==> src/rtl/assoc_cache_if.sv <==
// CPU request/response and memory handshake bundle for assoc_cache.
// The cache side uses the slave modport; the CPU/memory side uses master.
interface assoc_cache_if;
  logic        flush;
  logic        req_valid;
  logic        req_we;
  logic [31:0] req_addr;
  logic [31:0] req_wdata;
  logic        req_ready;
  logic        resp_valid;
  logic [31:0] resp_rdata;
  logic        resp_hit;
  logic        mem_req;
  logic        mem_we;
  logic [31:0] mem_addr;
  logic [31:0] mem_wdata;
  logic        mem_ack;
  logic [31:0] mem_rdata;

  modport slave (
    input  flush, req_valid, req_we, req_addr, req_wdata, mem_ack, mem_rdata,
    output req_ready, resp_valid, resp_rdata, resp_hit,
           mem_req, mem_we, mem_addr, mem_wdata
  );

  modport master (
    output flush, req_valid, req_we, req_addr, req_wdata, mem_ack, mem_rdata,
    input  req_ready, resp_valid, resp_rdata, resp_hit,
           mem_req, mem_we, mem_addr, mem_wdata
  );
endinterface

==> src/rtl/assoc_cache.sv <==
// 2-way set-associative write-through data cache, one word per line, LRU
// replacement, refill/write over a req/ack memory port, saturating hit/miss counters.
module assoc_cache #(
  parameter int SET_BITS  = 3,
  parameter int CNT_WIDTH = 16
) (
  input  logic                 i_clk,
  input  logic                 i_rst,
  assoc_cache_if.slave         bus,
  output logic [CNT_WIDTH-1:0] o_hit_count,
  output logic [CNT_WIDTH-1:0] o_miss_count
);

  localparam int SETS  = 1 << SET_BITS;
  localparam int TAG_W = 30 - SET_BITS;

  localparam logic [2:0] S_IDLE   = 3'd0;
  localparam logic [2:0] S_LOOKUP = 3'd1;
  localparam logic [2:0] S_REFILL = 3'd2;
  localparam logic [2:0] S_WRITE  = 3'd3;
  localparam logic [2:0] S_RESP   = 3'd4;

  localparam logic [CNT_WIDTH-1:0] CNT_ONE = {{(CNT_WIDTH-1){1'b0}}, 1'b1};
  localparam logic [CNT_WIDTH-1:0] CNT_MAX = {CNT_WIDTH{1'b1}};

  logic [2:0]          r_state;
  logic [SETS-1:0]     r_valid0;
  logic [SETS-1:0]     r_valid1;
  logic [SETS-1:0]     r_lru;
  logic [TAG_W-1:0]    r_tag0  [SETS];
  logic [TAG_W-1:0]    r_tag1  [SETS];
  logic [31:0]         r_data0 [SETS];
  logic [31:0]         r_data1 [SETS];
  logic                r_we;
  logic [29:0]         r_addr;
  logic [31:0]         r_wdata;
  logic                r_hit;
  logic                r_hit_way;
  logic                r_resp_valid;
  logic                r_resp_hit;
  logic [31:0]         r_resp_rdata;
  logic                r_mem_req;
  logic                r_mem_we;
  logic [CNT_WIDTH-1:0] r_hit_cnt;
  logic [CNT_WIDTH-1:0] r_miss_cnt;

  logic [SET_BITS-1:0] w_in_set;
  logic [TAG_W-1:0]    w_in_tag;
  logic                w_in_hit0;
  logic                w_in_hit1;
  logic                w_in_hit;
  logic [31:0]         w_in_data;
  logic [SET_BITS-1:0] w_set;
  logic [TAG_W-1:0]    w_tag;
  logic                w_victim;
  logic                w_arr_wr;
  logic                w_arr_way;
  logic [31:0]         w_arr_data;

  // The tag compare runs on the incoming address so a load hit can answer in LOOKUP.
  assign w_in_set  = bus.req_addr[SET_BITS+1:2];
  assign w_in_tag  = bus.req_addr[31:SET_BITS+2];
  assign w_in_hit0 = r_valid0[w_in_set] && (r_tag0[w_in_set] == w_in_tag);
  assign w_in_hit1 = r_valid1[w_in_set] && (r_tag1[w_in_set] == w_in_tag);
  assign w_in_hit  = w_in_hit0 || w_in_hit1;
  assign w_in_data = w_in_hit1 ? r_data1[w_in_set] : r_data0[w_in_set];

  assign w_set    = r_addr[SET_BITS-1:0];
  assign w_tag    = r_addr[29:SET_BITS];
  assign w_victim = !r_valid0[w_set] ? 1'b0 : (!r_valid1[w_set] ? 1'b1 : r_lru[w_set]);

  assign bus.req_ready  = (r_state == S_IDLE) && !bus.flush;
  assign bus.resp_valid = r_resp_valid;
  assign bus.resp_hit   = r_resp_hit;
  assign bus.resp_rdata = r_resp_rdata;
  assign bus.mem_req    = r_mem_req;
  assign bus.mem_we     = r_mem_we;
  assign bus.mem_addr   = {r_addr, 2'b00};
  assign bus.mem_wdata  = r_wdata;
  assign o_hit_count    = r_hit_cnt;
  assign o_miss_count   = r_miss_cnt;

  // Select the tag/data array write: store hit in LOOKUP or refill on mem_ack.
  always_comb begin
    w_arr_wr   = 1'b0;
    w_arr_way  = 1'b0;
    w_arr_data = r_wdata;
    if (i_rst) begin
      w_arr_wr = 1'b0;
    end else if ((r_state == S_LOOKUP) && r_we && r_hit) begin
      w_arr_wr  = 1'b1;
      w_arr_way = r_hit_way;
    end else if ((r_state == S_REFILL) && bus.mem_ack) begin
      w_arr_wr   = 1'b1;
      w_arr_way  = w_victim;
      w_arr_data = bus.mem_rdata;
    end else begin
      w_arr_wr = 1'b0;
    end
  end

  // Tag and data storage; contents are meaningless until the valid bit is set.
  always_ff @(posedge i_clk) begin
    if (w_arr_wr) begin
      if (w_arr_way) begin
        r_tag1[w_set]  <= w_tag;
        r_data1[w_set] <= w_arr_data;
      end else begin
        r_tag0[w_set]  <= w_tag;
        r_data0[w_set] <= w_arr_data;
      end
    end
  end

  // Control FSM, valid/LRU state, response and memory handshake registers.
  always_ff @(posedge i_clk) begin
    if (i_rst) begin
      r_state      <= S_IDLE;
      r_valid0     <= '0;
      r_valid1     <= '0;
      r_lru        <= '0;
      r_we         <= 1'b0;
      r_addr       <= 30'd0;
      r_wdata      <= 32'd0;
      r_hit        <= 1'b0;
      r_hit_way    <= 1'b0;
      r_resp_valid <= 1'b0;
      r_resp_hit   <= 1'b0;
      r_resp_rdata <= 32'd0;
      r_mem_req    <= 1'b0;
      r_mem_we     <= 1'b0;
      r_hit_cnt    <= {CNT_WIDTH{1'b0}};
      r_miss_cnt   <= {CNT_WIDTH{1'b0}};
    end else begin
      r_resp_valid <= 1'b0;
      r_resp_hit   <= 1'b0;
      case (r_state)
        S_IDLE: begin
          if (bus.flush) begin
            r_valid0 <= '0;
            r_valid1 <= '0;
            r_lru    <= '0;
          end else if (bus.req_valid) begin
            r_we      <= bus.req_we;
            r_addr    <= bus.req_addr[31:2];
            r_wdata   <= bus.req_wdata;
            r_hit     <= w_in_hit;
            r_hit_way <= w_in_hit1;
            if (!bus.req_we && w_in_hit) begin
              r_resp_valid <= 1'b1;
              r_resp_hit   <= 1'b1;
              r_resp_rdata <= w_in_data;
            end
            r_state <= S_LOOKUP;
          end
        end
        S_LOOKUP: begin
          if (r_hit) begin
            if (r_hit_cnt != CNT_MAX) r_hit_cnt <= r_hit_cnt + CNT_ONE;
            r_lru[w_set] <= ~r_hit_way;
          end else begin
            if (r_miss_cnt != CNT_MAX) r_miss_cnt <= r_miss_cnt + CNT_ONE;
          end
          if (r_we) begin
            r_mem_req <= 1'b1;
            r_mem_we  <= 1'b1;
            r_state   <= S_WRITE;
          end else if (r_hit) begin
            r_state <= S_IDLE;
          end else begin
            r_mem_req <= 1'b1;
            r_mem_we  <= 1'b0;
            r_state   <= S_REFILL;
          end
        end
        S_REFILL: begin
          if (bus.mem_ack) begin
            if (w_victim) r_valid1[w_set] <= 1'b1;
            else          r_valid0[w_set] <= 1'b1;
            r_lru[w_set] <= ~w_victim;
            r_resp_rdata <= bus.mem_rdata;
            r_resp_valid <= 1'b1;
            r_resp_hit   <= r_hit;
            r_mem_req    <= 1'b0;
            r_state      <= S_RESP;
          end
        end
        S_WRITE: begin
          if (bus.mem_ack) begin
            r_resp_valid <= 1'b1;
            r_resp_hit   <= r_hit;
            r_mem_req    <= 1'b0;
            r_mem_we     <= 1'b0;
            r_state      <= S_RESP;
          end
        end
        S_RESP: begin
          r_state <= S_IDLE;
        end
        default: begin
          r_mem_req <= 1'b0;
          r_mem_we  <= 1'b0;
          r_state   <= S_IDLE;
        end
      endcase
    end
  end

endmodule

==> src/flat_wrapper.sv <==
// flat-port wrapper written by rule: the top's interface ports become plain ports
module assoc_cache_flat 
#(
  parameter int SET_BITS  = 3,
  parameter int CNT_WIDTH = 16
)
  (i_clk, i_rst, o_hit_count, o_miss_count, bus_flush, bus_req_valid, bus_req_we, bus_req_addr, bus_req_wdata, bus_mem_ack, bus_mem_rdata, bus_req_ready, bus_resp_valid, bus_resp_rdata, bus_resp_hit, bus_mem_req, bus_mem_we, bus_mem_addr, bus_mem_wdata);
  assoc_cache_if bus_i ();
  input  logic i_clk;
  input  logic i_rst;
  output logic [CNT_WIDTH-1:0] o_hit_count;
  output logic [CNT_WIDTH-1:0] o_miss_count;
  input wire logic [$bits(bus_i.flush)-1:0] bus_flush;
  input wire logic [$bits(bus_i.req_valid)-1:0] bus_req_valid;
  input wire logic [$bits(bus_i.req_we)-1:0] bus_req_we;
  input wire logic [$bits(bus_i.req_addr)-1:0] bus_req_addr;
  input wire logic [$bits(bus_i.req_wdata)-1:0] bus_req_wdata;
  input wire logic [$bits(bus_i.mem_ack)-1:0] bus_mem_ack;
  input wire logic [$bits(bus_i.mem_rdata)-1:0] bus_mem_rdata;
  output wire logic [$bits(bus_i.req_ready)-1:0] bus_req_ready;
  output wire logic [$bits(bus_i.resp_valid)-1:0] bus_resp_valid;
  output wire logic [$bits(bus_i.resp_rdata)-1:0] bus_resp_rdata;
  output wire logic [$bits(bus_i.resp_hit)-1:0] bus_resp_hit;
  output wire logic [$bits(bus_i.mem_req)-1:0] bus_mem_req;
  output wire logic [$bits(bus_i.mem_we)-1:0] bus_mem_we;
  output wire logic [$bits(bus_i.mem_addr)-1:0] bus_mem_addr;
  output wire logic [$bits(bus_i.mem_wdata)-1:0] bus_mem_wdata;
  assign bus_i.flush = bus_flush;
  assign bus_i.req_valid = bus_req_valid;
  assign bus_i.req_we = bus_req_we;
  assign bus_i.req_addr = bus_req_addr;
  assign bus_i.req_wdata = bus_req_wdata;
  assign bus_i.mem_ack = bus_mem_ack;
  assign bus_i.mem_rdata = bus_mem_rdata;
  assign bus_req_ready = bus_i.req_ready;
  assign bus_resp_valid = bus_i.resp_valid;
  assign bus_resp_rdata = bus_i.resp_rdata;
  assign bus_resp_hit = bus_i.resp_hit;
  assign bus_mem_req = bus_i.mem_req;
  assign bus_mem_we = bus_i.mem_we;
  assign bus_mem_addr = bus_i.mem_addr;
  assign bus_mem_wdata = bus_i.mem_wdata;
  assoc_cache #(.SET_BITS(SET_BITS), .CNT_WIDTH(CNT_WIDTH)) u_core (.i_clk(i_clk), .i_rst(i_rst), .bus(bus_i), .o_hit_count(o_hit_count), .o_miss_count(o_miss_count));
endmodule
==> config.mk <==
export PLATFORM = sky130hd
export DESIGN_NAME = assoc_cache_flat
export DESIGN_NICKNAME = d
export VERILOG_FILES = /design/src/rtl/assoc_cache_if.sv /design/src/rtl/assoc_cache.sv /design/src/flat_wrapper.sv
export SDC_FILE = /design/constraint.sdc
export NUM_CORES = 1
export LEC_CHECK = 0
export CORE_ASPECT_RATIO = 2
export CORE_MARGIN = 2
export CORE_UTILIZATION = 64
export DETAILED_ROUTE_END_ITERATION = 12
export PLACE_DENSITY_LB_ADDON = 0.2
export RECOVER_POWER = 100
export SYNTH_ARGS = -nofsm -noshare
export SYNTH_HDL_FRONTEND = slang
export SYNTH_SLANG_ARGS = --single-unit
==> constraint.sdc <==
create_clock -name i_clk -period 18.3 [get_ports i_clk]
set_input_delay 4.575 -clock i_clk [delete_from_list [all_inputs] [get_ports i_clk]]
set_output_delay 4.575 -clock i_clk [all_outputs]
set_load 0.05 [all_outputs]
==> results.py <==
metrics = {
    "timing": {
        "fin_setup_tns_ns": 0,
        "slew_violations": 1205,
        "slew_headroom_pct": -252,
        "fmax_mhz": 69.0,
        "post-route-min-period_ns": 14.50,
        "hold_viol_final": 0,
        "final.period_utilization_pct": 79.2,
        "rsz0062_at_grt": "no",
        "fin_worst_skew_ns": 0.0249,
        "worstMarginPinSlew_ns": 5.28,
        "setup_viol": 0,
    },
    "setup_path": {
        "worstPathRequired_ns": 18.50,
        "startpoint": "i_rst",
        "worstSetupStartpointType": "primary input",
        "critPathMaxFanout": 42,
        "crit_arrival_ns": 14.70,
        "critical_path_class": "in2reg",
        "rr_startpoint": "u_core.r_state[1]",
        "critPathCaptureType": "flop",
    },
    "power": {
        "ir_drop_v": 0.000101,
        "cellPowerDensity_mw_per_mm2": 101,
        "total_leakage_power_nw": 17.2,
    },
    "global_routing": {
        "grtUsageMet2_pct": 49.8,
        "antenna_found_initial": 1,
        "grt_pass1_vias": 24600,
        "grt_overflow_total": 0,
        "grt_pass1_wl_mm": 155,
        "grtUsageTotal_pct": 30.0,
        "grtUsageMet1_pct": 40.7,
        "global_route.usage.met3_pct": 5.34,
        "grt_max_degree": 103,
        "busiest_layer": "met2",
    },
    "drt": {
        "route.detailed.drc": 0,
        "vias_per_cell": 6.58,
        "antenna_left": 0,
        "wl_per_cell_um": 27.9,
        "totalWireLength_mm": 105,
        "drt_iter0_drc": 3065,
        "vias": 24800,
        "dr.pass1.iters": 6,
    },
    "clocking": {
        "clock_tree.buffer_depth": 3,
        "clk_pin_slew_ns": 0.06,
        "cts_inserted_buffers": 89,
        "htreeDepth": 3,
        "clock_sinks": 1104,
        "cts_root_buf": "clkbuf_16",
        "hold_buffers": 0,
        "cts_resized": 0,
        "insertion_delay_ns": 0.68,
        "cts_tree": "built",
        "post-cts-setup-buffers": 0,
    },
    "logic_synthesis": {
        "yosys.area_share.simple_pct": 5.33,
        "yosys.cell_types.count": 70,
        "netlist_instances": 2595,
        "ys_seq_area_share_pct": 71.6,
        "synth_edf_count": 944,
        "yosysTopAreaCell": "edfxtp_1",
        "synth-compound-area-share_pct": 6.26,
        "synthesis.area_mm2": 0.0440,
        "synthMuxAreaShare_pct": 13.4,
        "synth_top_family_by_area": "multiplexers",
        "synth_fa_ha_area_share_pct": 0.0568,
        "avgSynthCellArea_um2": 17.0,
        "yosysWarnings": 0,
        "synth-seq-cells": 1104,
        "synth.area.top_cells": "edfxtp_1 64%, mux4_2 9.7%, dfxtp_1 7.3%, mux2i_1 2.5%, a21oi_1 2.1%",
        "synthArstFlopShare_pct": 0,
        "synthXorXnorAreaFrac_pct": 1.13,
        "netlist.area_leader.share_pct": 64.4,
        "ys.flop_type": "edfxtp_1",
    },
    "floorplan": {
        "die_area_mm2": 0.0711,
        "core_mm2": 0.0684,
        "fp.dieH_um": 375,
        "pin_count": 235,
        "initial_core_util_pct": 64.4,
        "die_w_um": 190,
        "num_rows": 136,
    },
    "outcome": {
        "violations": "max-capacitance violations, max-slew violations",
        "outcome": "finished, violations left",
    },
    "hold_path": {
        "hp-start": "u_core.bus.mem_wdata[7]",
        "hold_class": "reg2reg",
    },
    "place": {
        "io_buffers": 230,
        "dp_hpwl_mm": 55.4,
        "gp_congestion": 0.817,
        "placed_cell_area_mm2": 0.0470,
    },
    "layout": {
        "drive_gt1_share_pct": 14.6,
        "design_area_mm2": 0.0498,
        "nets": 2908,
        "syn_to_final_growth_pct": 13.1,
        "finish.utilization_pct": 72.8,
        "diodes": 0,
    },
    "flow_run": {
        "cap_viol_max_count": 36,
    },
}
## cells in the final DEF, fill, tap and decap left out, types with 13 or more instances in the layout
cell type        instances
a21oi_1                187
a21oi_2                 16
a22o_1                  14
a22oi_1                 46
a22oi_2                 24
and3_1                  18
buf_4                   18
clkbuf_1                45
clkbuf_16               94
clkdlybuf4s50_1         94
dfxtp_1                160
dlygate4sd3_1          132
edfxtp_1               944
mux2_1                  32
mux2_2                  14
mux2i_1                112
mux4_2                 190
nand2_1                232
nand2b_1                73
nand4_1                 13
nor2_1                  74
nor3_1                  14
o21ai_0                 61
o31ai_1                 32
xor2_1                  49
## registers in the layout, summed over array words and instances (netlist names), 3 cells and up
register / cells
u_core.r_tag1: 216
u_core.r_valid0: 8
u_core.r_state: 3
u_core.r_addr: 30
u_core.r_valid1: 8
u_core.bus.mem_wdata: 32
u_core.o_hit_count: 16
u_core.r_lru: 8
u_core.bus.resp_rdata: 32
u_core.o_miss_count: 16
u_core.r_data1: 256
u_core.r_data0: 256
u_core.r_tag0: 216
## cell families after synthesis
group                    after synthesis
XOR/XNOR                              57
buffers and inverters                164
AND/OR/NAND/NOR                      496
other                                  1
adder cells (fa/ha/maj)                2
flip-flops                          1104
AO/OA/AOI/OAI                        423
multiplexers                         348
## per-stage QoR
step                      worst slack [ns]  hold slack (ns)  power [mW]  std cells
after floorplan                       6.13            0.445        3.01       2596
after global placement                7.17            0.457        3.11       3610
after detailed placement              7.13            0.462        3.12       3610
after CTS                             7.12            0.472        5.06       3774
after global routing                  3.68            0.488        5.17       3774
final                                 3.80            0.462        5.04       3774
## layer usage
metal	share of wire (%)	vias up
li1	-	10600
met1	37	12600
met2	50	1435
met3	9.8	216
met4	2.9	2
met5	0.013	-
## cell type report
cell class | count | area, um2
tap | 897 | 1120
clock buffer | 120 | 2510
sequential | 1104 | 31600
clock inverter | 44 | 483
multi-input combinational | 1328 | 11600
timing repair buffer | 273 | 2540
fill | 4147 | 18600
inverter | 8 | 30.0
## critical path, cell delays in order
cell and delay, ns:
clkbuf_1 2.03, nor2_4 -0.04, clkbuf_1 1.21, a22oi_1 1.29, o21ai_0 0.61, nor2_1 2.54
clkbuf_1 2.40
## cell usage after synthesis (all sizes together) (3+ instances only)
master / count
mux2i: 112
a221oi: 6
nor2: 76
buf: 80
a21oi: 203
o2111ai: 3
xnor2: 8
a22oi: 70
edfxtp: 944
nor3: 14
o22ai: 11
mux2: 46
dfxtp: 160
o21a: 3
o22a: 3
nand2b: 73
xor2: 49
o31ai: 32
mux4: 190
or3: 12
nor2b: 12
clkbuf: 76
nand2: 235
and4: 5
nand3: 10
o21ai: 62
nor4: 7
inv: 7
and2: 8
and3: 19
a22o: 14
a211oi: 3
nand4: 13
## power by group
part	internal, mW	switching (mW)
clock network	1.10	0.875
logic	0.116	0.186
registers	2.74	0.0230
total	3.95	1.08
## final timing paths
kind,end,slack (ns),cells after the start
max,u_core.r_tag0[1][0],3.80,7
min,u_core.bus.mem_wdata[7],0.46,2
max reg2reg,u_core.r_tag0[1][0],7.91,8
min reg2reg,u_core.bus.mem_wdata[7],0.46,2
Power figures use the tool's default switching activity.
